[src/rtl/nios_system_cpu_1_oci_pkg.sv]
// Shared OCI trace package: DCT geometry constants,
// controller state encoding and the packed buffer type.
package nios_system_cpu_1_oci_pkg;

  localparam int SLOT_W = 2;
  localparam int NSLOTS = 15;
  localparam int LEN_W  = 3;
  localparam int CNT_W  = 4;
  localparam int REC_W  = 16;
  localparam int BUF_W  = SLOT_W * NSLOTS;

  typedef enum logic [1:0] {
    ACCUM      = 2'd0,
    EMIT       = 2'd1,
    FLUSH_EMIT = 2'd2,
    DONE       = 2'd3
  } dct_state_e;

  typedef logic [BUF_W-1:0] dct_buf_t;

endpackage

[src/rtl/nios_system_cpu_1_oci_dct_pack.sv]
// DCT record packer (combinational).
// Ports: buf_i/cnt_i current buffer, len_i/data_i record; buf_o/cnt_o next, fit_o record fits.
module nios_system_cpu_1_oci_dct_pack
  import nios_system_cpu_1_oci_pkg::*;
(
  input  logic [BUF_W-1:0] buf_i,
  input  logic [CNT_W-1:0] cnt_i,
  input  logic [LEN_W-1:0] len_i,
  input  logic [REC_W-1:0] data_i,
  output logic [BUF_W-1:0] buf_o,
  output logic [CNT_W-1:0] cnt_o,
  output logic             fit_o
);

  logic [CNT_W:0]   slots_w;
  logic [CNT_W:0]   sum_w;
  logic [REC_W-1:0] rec_w;

  assign slots_w = (CNT_W+1)'(len_i) + (CNT_W+1)'(1);
  assign sum_w   = {1'b0, cnt_i} + slots_w;
  assign fit_o   = sum_w <= (CNT_W+1)'(NSLOTS);

  // slots above len are don't-care on the input
  assign rec_w = data_i & ~({REC_W{1'b1}} << {slots_w, 1'b0});

  // only used when fit_o, so nothing is shifted past the top
  assign buf_o = buf_i | (BUF_W'(rec_w) << {cnt_i, 1'b0});
  assign cnt_o = sum_w[CNT_W-1:0];

endmodule

[src/rtl/nios_system_cpu_1_oci_dct_ctrl.sv]
// DCT controller: round-robin packs i/d trace records, emits frames, handles test-end flush.
// Ports: i_*/d_* record req/ack, test_ending/test_has_ended, dct_* buffer view, frm_* frame port.
module nios_system_cpu_1_oci_dct_ctrl
  import nios_system_cpu_1_oci_pkg::*;
(
  input  logic        clk,
  input  logic        reset,
  input  logic        i_req,
  input  logic [2:0]  i_len,
  input  logic [15:0] i_data,
  output logic        i_ack,
  input  logic        d_req,
  input  logic [2:0]  d_len,
  input  logic [15:0] d_data,
  output logic        d_ack,
  input  logic        test_ending,
  output logic        test_has_ended,
  output logic [29:0] dct_buffer,
  output logic [3:0]  dct_count,
  output logic        frm_valid,
  input  logic        frm_ready,
  output logic [29:0] frm_data,
  output logic [3:0]  frm_count,
  output logic [15:0] frm_total
);

  dct_state_e       state_q, state_d;
  dct_buf_t         buf_q, buf_d, pk_buf_w;
  logic [CNT_W-1:0] cnt_q, cnt_d, pk_cnt_w;
  logic [15:0]      tot_q, tot_d;
  logic             rr_q, rr_d;
  logic             sel_d_w, any_w, fit_w, grant_w;
  logic [LEN_W-1:0] len_w;
  logic [REC_W-1:0] data_w;

  // rr_q=1 favours the data source; a lone requester always wins
  assign sel_d_w = d_req & (rr_q | ~i_req);
  assign any_w   = i_req | d_req;
  assign len_w   = sel_d_w ? d_len  : i_len;
  assign data_w  = sel_d_w ? d_data : i_data;

  nios_system_cpu_1_oci_dct_pack u_pack (
    .buf_i  (buf_q),
    .cnt_i  (cnt_q),
    .len_i  (len_w),
    .data_i (data_w),
    .buf_o  (pk_buf_w),
    .cnt_o  (pk_cnt_w),
    .fit_o  (fit_w)
  );

  assign grant_w = (state_q == ACCUM) & any_w & fit_w;
  assign i_ack   = grant_w & ~sel_d_w;
  assign d_ack   = grant_w & sel_d_w;

  always_comb begin
    state_d = state_q;
    buf_d   = buf_q;
    cnt_d   = cnt_q;
    tot_d   = tot_q;
    rr_d    = rr_q;
    unique case (state_q)
      ACCUM: begin
        if (grant_w) begin
          buf_d = pk_buf_w;
          cnt_d = pk_cnt_w;
          rr_d  = ~sel_d_w;
          if (pk_cnt_w == CNT_W'(NSLOTS))
            state_d = EMIT;
        end else if (test_ending) begin
          state_d = (cnt_q != '0) ? FLUSH_EMIT : DONE;
        end else if (any_w) begin
          // pending record does not fit: ship what we have
          state_d = EMIT;
        end
      end
      EMIT, FLUSH_EMIT: begin
        if (frm_ready) begin
          buf_d   = '0;
          cnt_d   = '0;
          tot_d   = (tot_q == 16'hFFFF) ? tot_q : tot_q + 16'd1;
          state_d = (state_q == EMIT) ? ACCUM : DONE;
        end
      end
      DONE: ;
      default: state_d = ACCUM;
    endcase
  end

  always_ff @(posedge clk) begin
    if (reset) begin
      state_q <= ACCUM;
      buf_q   <= '0;
      cnt_q   <= '0;
      tot_q   <= '0;
      rr_q    <= 1'b0;
    end else begin
      state_q <= state_d;
      buf_q   <= buf_d;
      cnt_q   <= cnt_d;
      tot_q   <= tot_d;
      rr_q    <= rr_d;
    end
  end

  assign frm_valid      = (state_q == EMIT) | (state_q == FLUSH_EMIT);
  assign frm_data       = frm_valid ? buf_q : '0;
  assign frm_count      = frm_valid ? cnt_q : '0;
  assign frm_total      = tot_q;
  assign dct_buffer     = buf_q;
  assign dct_count      = cnt_q;
  assign test_has_ended = (state_q == DONE);

endmodule

[config.mk]
export PLATFORM = sky130hd
export DESIGN_NAME = nios_system_cpu_1_oci_dct_ctrl
export DESIGN_NICKNAME = d
export VERILOG_FILES = /design/src/rtl/nios_system_cpu_1_oci_pkg.sv /design/src/rtl/nios_system_cpu_1_oci_dct_pack.sv /design/src/rtl/nios_system_cpu_1_oci_dct_ctrl.sv
export SDC_FILE = /design/constraint.sdc
export NUM_CORES = 1
export LEC_CHECK = 0
export ABC_AREA = 1
export CAP_MARGIN = 20
export CORE_MARGIN = 1.5
export CORE_UTILIZATION = 37
export CTS_CLUSTER_DIAMETER = 200
export DETAILED_ROUTE_END_ITERATION = 7
export HOLD_SLACK_MARGIN = 0.08
export PLACE_DENSITY_LB_ADDON = 0.12
export SYNTH_ARGS = -nofsm -noshare
export SYNTH_HDL_FRONTEND = slang
export SYNTH_SLANG_ARGS = --single-unit
[constraint.sdc]
create_clock -name clk -period 9.58 [get_ports clk]
set_clock_uncertainty 0.1 [all_clocks]
set_input_delay 1.916 -clock clk [delete_from_list [all_inputs] [get_ports clk]]
set_output_delay 1.916 -clock clk [all_outputs]
set_load 0.01 [all_outputs]
==> results of run 1 <==
-- cells by family (layout without fill, tap and decap cells) --
logic type	count (synthesis)	in the layout	synth area share, %
AOI/OAI and AO/OA	81	81	11.5
adders and majority gates	12	12	4.17
buffers and inverters	129	246	13.3
DFF	53	53	28.1
xor gates and xnor gates	5	5	1.16
and+or+nand+nor	358	358	41.8
-- synth_stat cells, types with 2 or more instances --
cell type and instances:
o21a_1 2, clkinv_1 2, nor2_2 5, nand2_1 187
nand2_2 7, nand3_1 89, nor3_1 9, dfxtp_1 53
nand3b_1 2, nand4_1 5, a21oi_1 56, xnor2_1 2
nor2_1 44, buf_1 7, buf_2 8, o21ai_0 13
o21ai_2 2, clkbuf_1 9, inv_2 3, o21bai_1 2
o21ai_1 2, nor3b_1 2, ha_1 11, xor2_1 3
inv_1 98, buf_4 2
-- per-layer routing --
metal	share of wire, %	wire length (um)	vias to the layer above	track usage [%]
met1	44	5040	1914	24.7
met2	50	5790	112	39.3
met4	0.53	61	0	2.38
met5	0	0	-	0
met3	5.1	583	6	3.20
li1	-	-	2245	-
-- layout by cell type, fill, tap and decap left out, types with 7 or more instances in the layout --
master	instances
dfxtp_1	53
o21ai_0	13
nand2_2	7
inv_1	98
nor3_1	9
a21oi_1	56
nand3_1	89
ha_1	11
clkdlybuf4s50_1	131
nor2_1	44
nand2_1	187
-- critical path, cell delays in order --
cell             delay [ns]
clkdlybuf4s50_1        0.94
nand2_1                0.56
nand2_1                0.21
nand2_2                0.11
ha_1                   0.21
ha_1                   0.32
ha_1                   0.32
inv_1                  0.07
o21ai_0                0.08
nand2_1                0.06
nand2_1                0.14
a21oi_1                0.18
clkdlybuf4s50_1        0.56
-- power breakdown --
group | total, mW | internal, mW | switching, mW
combinational | 0.892 | 0.347 | 0.545
sequential | 0.334 | 0.280 | 0.0534
clock | 0.155 | 0.0786 | 0.0759
-- flip-flops by register name, summed over array words and instances, names as in the netlist --
register and count:
dct_count 4, rr_q 1, frm_total 16, dct_buffer 30
state_q 2
-- cell type report --
class,instances,area (um^2)
tap,133,166
inverter,103,387
clock buffer,6,72.6
timing repair buffer,135,1340
fill,1065,4540
clock inverter,2,38.8
sequential,53,1060
multi-input combinational,456,2210
-- worst max path at each step --
stage | startpoint | endpoint | slack, ns | cells past startpoint
after floorplan | i_req | i_ack | 3.90 | 13
after global placement | d_req | i_ack | 2.00 | 13
after detailed placement | d_req | i_ack | 1.85 | 13
after CTS | d_req | i_ack | 1.85 | 13
after global routing | d_req | i_ack | 1.49 | 13
final | d_req | i_ack | 1.87 | 13
==> metrics.md, run 1 <==
| Metric | Value |
|---|---|
| Status | `complete, no violations` |
| Synthesis-to-layout area growth | `39.8%` |
| Worst Path Required | `around 7.6 ns` |
| Fmax | `approximately 0.13 GHz` |
| Post-cts hold buffer count | `0` |
| WL final | `around 11000 um` |
| Post-synth EDFFs | `0` |
| CP Capture Type | `output port` |
| Sequential area share after synthesis | `28.1%` |
| GR Overflow Total | `0` |
| Synth top area share | `between 20% and 30%` |
| Die width | `~100 um` |
| Hold depth | `2` |
| Io pins | `between 100 and 150` |
| Worst-Margin Slew | `0.883 ns` |
| Latest clock arrival within the worst-skew pair | `around 0.31 ns` |
| Fin util | `roughly 54%` |
| Asr flop ratio synth | `0%` |
| Pleak | `~2.4 nW` |
| Startpoint Class | `input pin` |
| Hold Startpoint | `frm_total[4]` |
| Synthesized area | `around 3800 um^2` |
| Setup WS post-layout | `approximately 1.9 ns` |
| Setup bufs post-CTS | `0` |
| R2R Path End | `dct_buffer[22]` |
| Layout cells sized above 1 | `approximately 4.6%` |
| Total power | `1.38 mW` |
| Total CTS buffers | `5` |
| DPL Wire Length | `9150 um` |
| Worst rel slew slack | `41.0%` |
| Crit share post-route | `between 80% and 90%` |
| Post-CTS Resized | `0` |
| DP Worst Slack | `approximately 1.8 ns` |
| Reg2Reg Depth | `16` |
| PwrDens | `approximately 260 nW/um^2` |
| Synth cell types | `39` |
| Avg WL per Cell | `approximately 13 um` |
| Synth Flop Type | `dfxtp_1` |
| Syn avg cell area | `around 6 um^2` |
| Post-route setup TNS | `0 ns` |
| Initial antenna violation count | `0` |
| Reg clk slew, reported paths | `roughly 0.090 ns` |
| Post-Syn Nets | `694` |
| Cells after DPL | `just under 900` |
| Minimum clock period | `approximately 7.7 ns` |
| Worst hold path class | `reg2reg` |
| Final nets | `a little over 800` |
| Inserted Diodes | `0` |
| Vias in the first global route | `about 4000` |
| Reg2reg start | `rr_q` |
| Synth Instances | `around 640` |
| Drt first-iter violations | `~200` |
| Initial core utilization | `38.5%` |
| Remaining DRCs | `0` |
| Max Cap Viol | `0` |
| Clk sinks | `53` |
| CTS tree | `built` |
| VDD IR max | `around 0.21 mV` |
| DR vias/cell | `a little under 5` |
| Synth Warn # | `0` |
| Clk buf depth | `2` |
| Kind of critical path | `in2out` |
| Hold Fails Final Rpt | `0` |
| Clock root buffer | `clkbuf_8` |
| RSZ-0062 raised after global routing | `false` |
| CTS H-tree lvls | `2` |
| Largest area contributor in the netlist | `dfxtp_1` |
| All-Layer GR Usage | `20.6%` |
| Die height | `between 100 and 150 um` |
| Hold Path Sink | `frm_total[4]` |
| Synth Register Bits | `53` |
| Row count | `36` |
| Gpl congestion | `approximately 0.89` |
| First-pass GRT wire length | `~19000 um` |
| Crit-path max FO | `22` |
| Die area | `~11000 um^2` |
| DRT antenna net count | `0` |
| Critical Path AT | `about 5.7 ns` |
| Slew Viols, Final | `0` |
| Port-buffer cells | `131` |
| Finished Layout Cells | `~900` |
| Dpl cell area | `slightly above 5000 um^2` |
| Maximum number of pins on one net before global-route repair | `40` |
| Core outline area | `9820 um^2` |
| Vias post-DR | `~4300` |
| Hold slack | `roughly 0.36 ns` |
| Reg2reg setup slack | `between 5 and 6 ns` |
| Post-route cell area | `5280 um^2` |
| TritonRoute pass-1 iters | `4` |
| Area contributors post-synth | `dfxtp_1 (28%), nand2_1 (19%), nand3_1 (12%)` |
| Setup violations, final | `0` |
Power figures use the tool's default switching activity.
==> run 2, diff against run 1 <==
clock period = 7.15 ns   (was 9.58 ns; I/O delays follow)
==> run 2 against run 1 <==
Effect of this change: clock power rose by 15%; non-clock buffer count rose by 1; largest cell class unchanged; combinational power rose by 35%; flip-flop and latch count did not move; critical path depth rose by 1; routed wire length rose by 3.5%; via count rose by 1.8%; power rose by 33%; die area did not move; worst hold slack improved by 0.0040 ns.
==> metrics.md, run 2 (synthesis results as in run 1) <==
| Metric | Value |
|---|---|
| Status | `complete, no violations` |
| Synthesis-to-layout area growth | `39.4%` |
| Die width | `104 um` |
| Initial core utilization | `between 30% and 40%` |
| All-Layer GR Usage | `a little over a fifth` |
| Latest clock arrival within the worst-skew pair | `around 0.32 ns` |
| First-pass GRT wire length | `19600 um` |
| Post-cts hold buffer count | `0` |
| Worst-Margin Slew | `approximately 0.88 ns` |
| Max reg flops | `30` |
| Minimum clock period | `6.43 ns` |
| Clk buf depth | `2` |
| Startpoint Class | `input pin` |
| Fmax | `~0.16 GHz` |
| Finished Layout Cells | `a little under 900` |
| VDD IR max | `~0.32 mV` |
| Post-route setup TNS | `0 ns` |
| Crit-path max FO | `21` |
| Drt first-iter violations | `around 190` |
| Worst rel slew slack | `a little over 40%` |
| Worst Path Required | `5.62 ns` |
| Critical Path AT | `4.90 ns` |
| PwrDens | `348 nW/um^2` |
| Kind of critical path | `in2out` |
| Crit share post-route | `between 80% and 90%` |
| Most frequent cells in the layout | `nand2_1 (187), clkdlybuf4s50_1 (131), inv_1 (98), nand3_1 (89), a21oi_1 (56)` |
| CTS tree | `built` |
| Fillers | `roughly 1100` |
| Vias in the first global route | `4227` |
| Post-CTS Resized | `0` |
| Final nets | `around 810` |
| GR Overflow Total | `0` |
| DP Worst Slack | `around 0.74 ns` |
| Setup violations, final | `0` |
| Core outline area | `9820 um^2` |
| Avg WL per Cell | `about 13 um` |
| TritonRoute pass-1 iters | `4` |
| Layout cells sized above 1 | `approximately 4.8%` |
| Io pins | `around 130` |
| Row count | `36` |
| Post-route cell area | `around 5300 um^2` |
| Reg clk slew, reported paths | `0.10 ns` |
| Setup WS post-layout | `around 0.72 ns` |
| Pleak | `2.38 nW` |
| CP Launch Point | `i_req` |
| Initial antenna violation count | `0` |
| Maximum number of pins on one net before global-route repair | `40` |
| Hold Startpoint | `dct_buffer[22]` |
| Worst hold path class | `reg2reg` |
| WL final | `around 12000 um` |
| Fin util | `between 50% and 60%` |
| Max Cap Viol | `0` |
| DRT antenna net count | `0` |
| Port-buffer cells | `between 100 and 150` |
| DPL Wire Length | `~9500 um` |
| Die height | `104 um` |
| DR vias/cell | `roughly 5` |
| Hold Fails Final Rpt | `0` |
| Inserted Diodes | `0` |
| Total power | `1.83 mW` |
| Clk sinks | `53` |
| Slew Viols, Final | `0` |
| Die area | `roughly 11000 um^2` |
| Commonest non-fill, non-tap cell in the layout | `nand2_1` |
| Total CTS buffers | `5` |
| CP Capture Type | `output port` |
| Remaining DRCs | `0` |
| RSZ-0062 raised after global routing | `false` |
| Reg2reg start | `rr_q` |
| Clock root buffer | `clkbuf_8` |
| Dpl cell area | `about 5200 um^2` |
| Cells after DPL | `881` |
| Hold slack | `about 0.37 ns` |
| Gpl congestion | `around 0.89` |
| Vias post-DR | `~4400` |
| Setup bufs post-CTS | `0` |
| CTS H-tree lvls | `2` |
-- run 2: layout make-up --
type,count,area (um^2),area share (%)
Tap cell,133,166,3.16
Multi-Input combinational cell,456,2210,42.1
Inverter,103,387,7.35
Clock buffer,6,72.6,1.38
Sequential cell,53,1060,20.2
Clock inverter,2,13.8,0.262
Timing Repair Buffer,136,1350,25.6
-- run 2: final timing paths --
| kind | end | slack, ns | depth (start not counted) |
|---|---|---|---|
| max reg2reg | dct_buffer[2] | 2.98 | 16 |
| min reg2reg | dct_buffer[22] | 0.37 | 2 |
| max | i_ack | 0.72 | 14 |
| min | dct_buffer[22] | 0.37 | 2 |
-- run 2: worst max-delay path, stage by stage --
cell	delay, ns
clkdlybuf4s50_1	0.43
nand2_2	0.28
nand2_1	0.47
nand2_1	0.20
nand2_2	0.11
ha_1	0.22
ha_1	0.33
ha_1	0.32
inv_1	0.07
o21ai_0	0.07
nand2_1	0.06
nand2_1	0.14
a21oi_1	0.18
clkdlybuf4s50_1	0.57
-- run 2: power breakdown --
group / internal (mW) / leakage [nW] / switching, mW
Clock: 0.0702 / 0.0456 / 0.109
Sequential: 0.376 / 0.430 / 0.0723
Combinational: 0.467 / 1.90 / 0.736
-- run 2: routing by layer --
| layer | part of all wire [%] | up-vias | GRT usage, % | wire length, um |
|---|---|---|---|---|
| met5 | 0 | - | 0 | 0 |
| met2 | 50 | 124 | 40.2 | 5940 |
| met3 | 4.5 | 19 | 2.88 | 532 |
| met4 | 2.1 | 0 | 7.34 | 249 |
| li1 | - | 2238 | - | - |
| met1 | 43 | 1974 | 26.2 | 5160 |
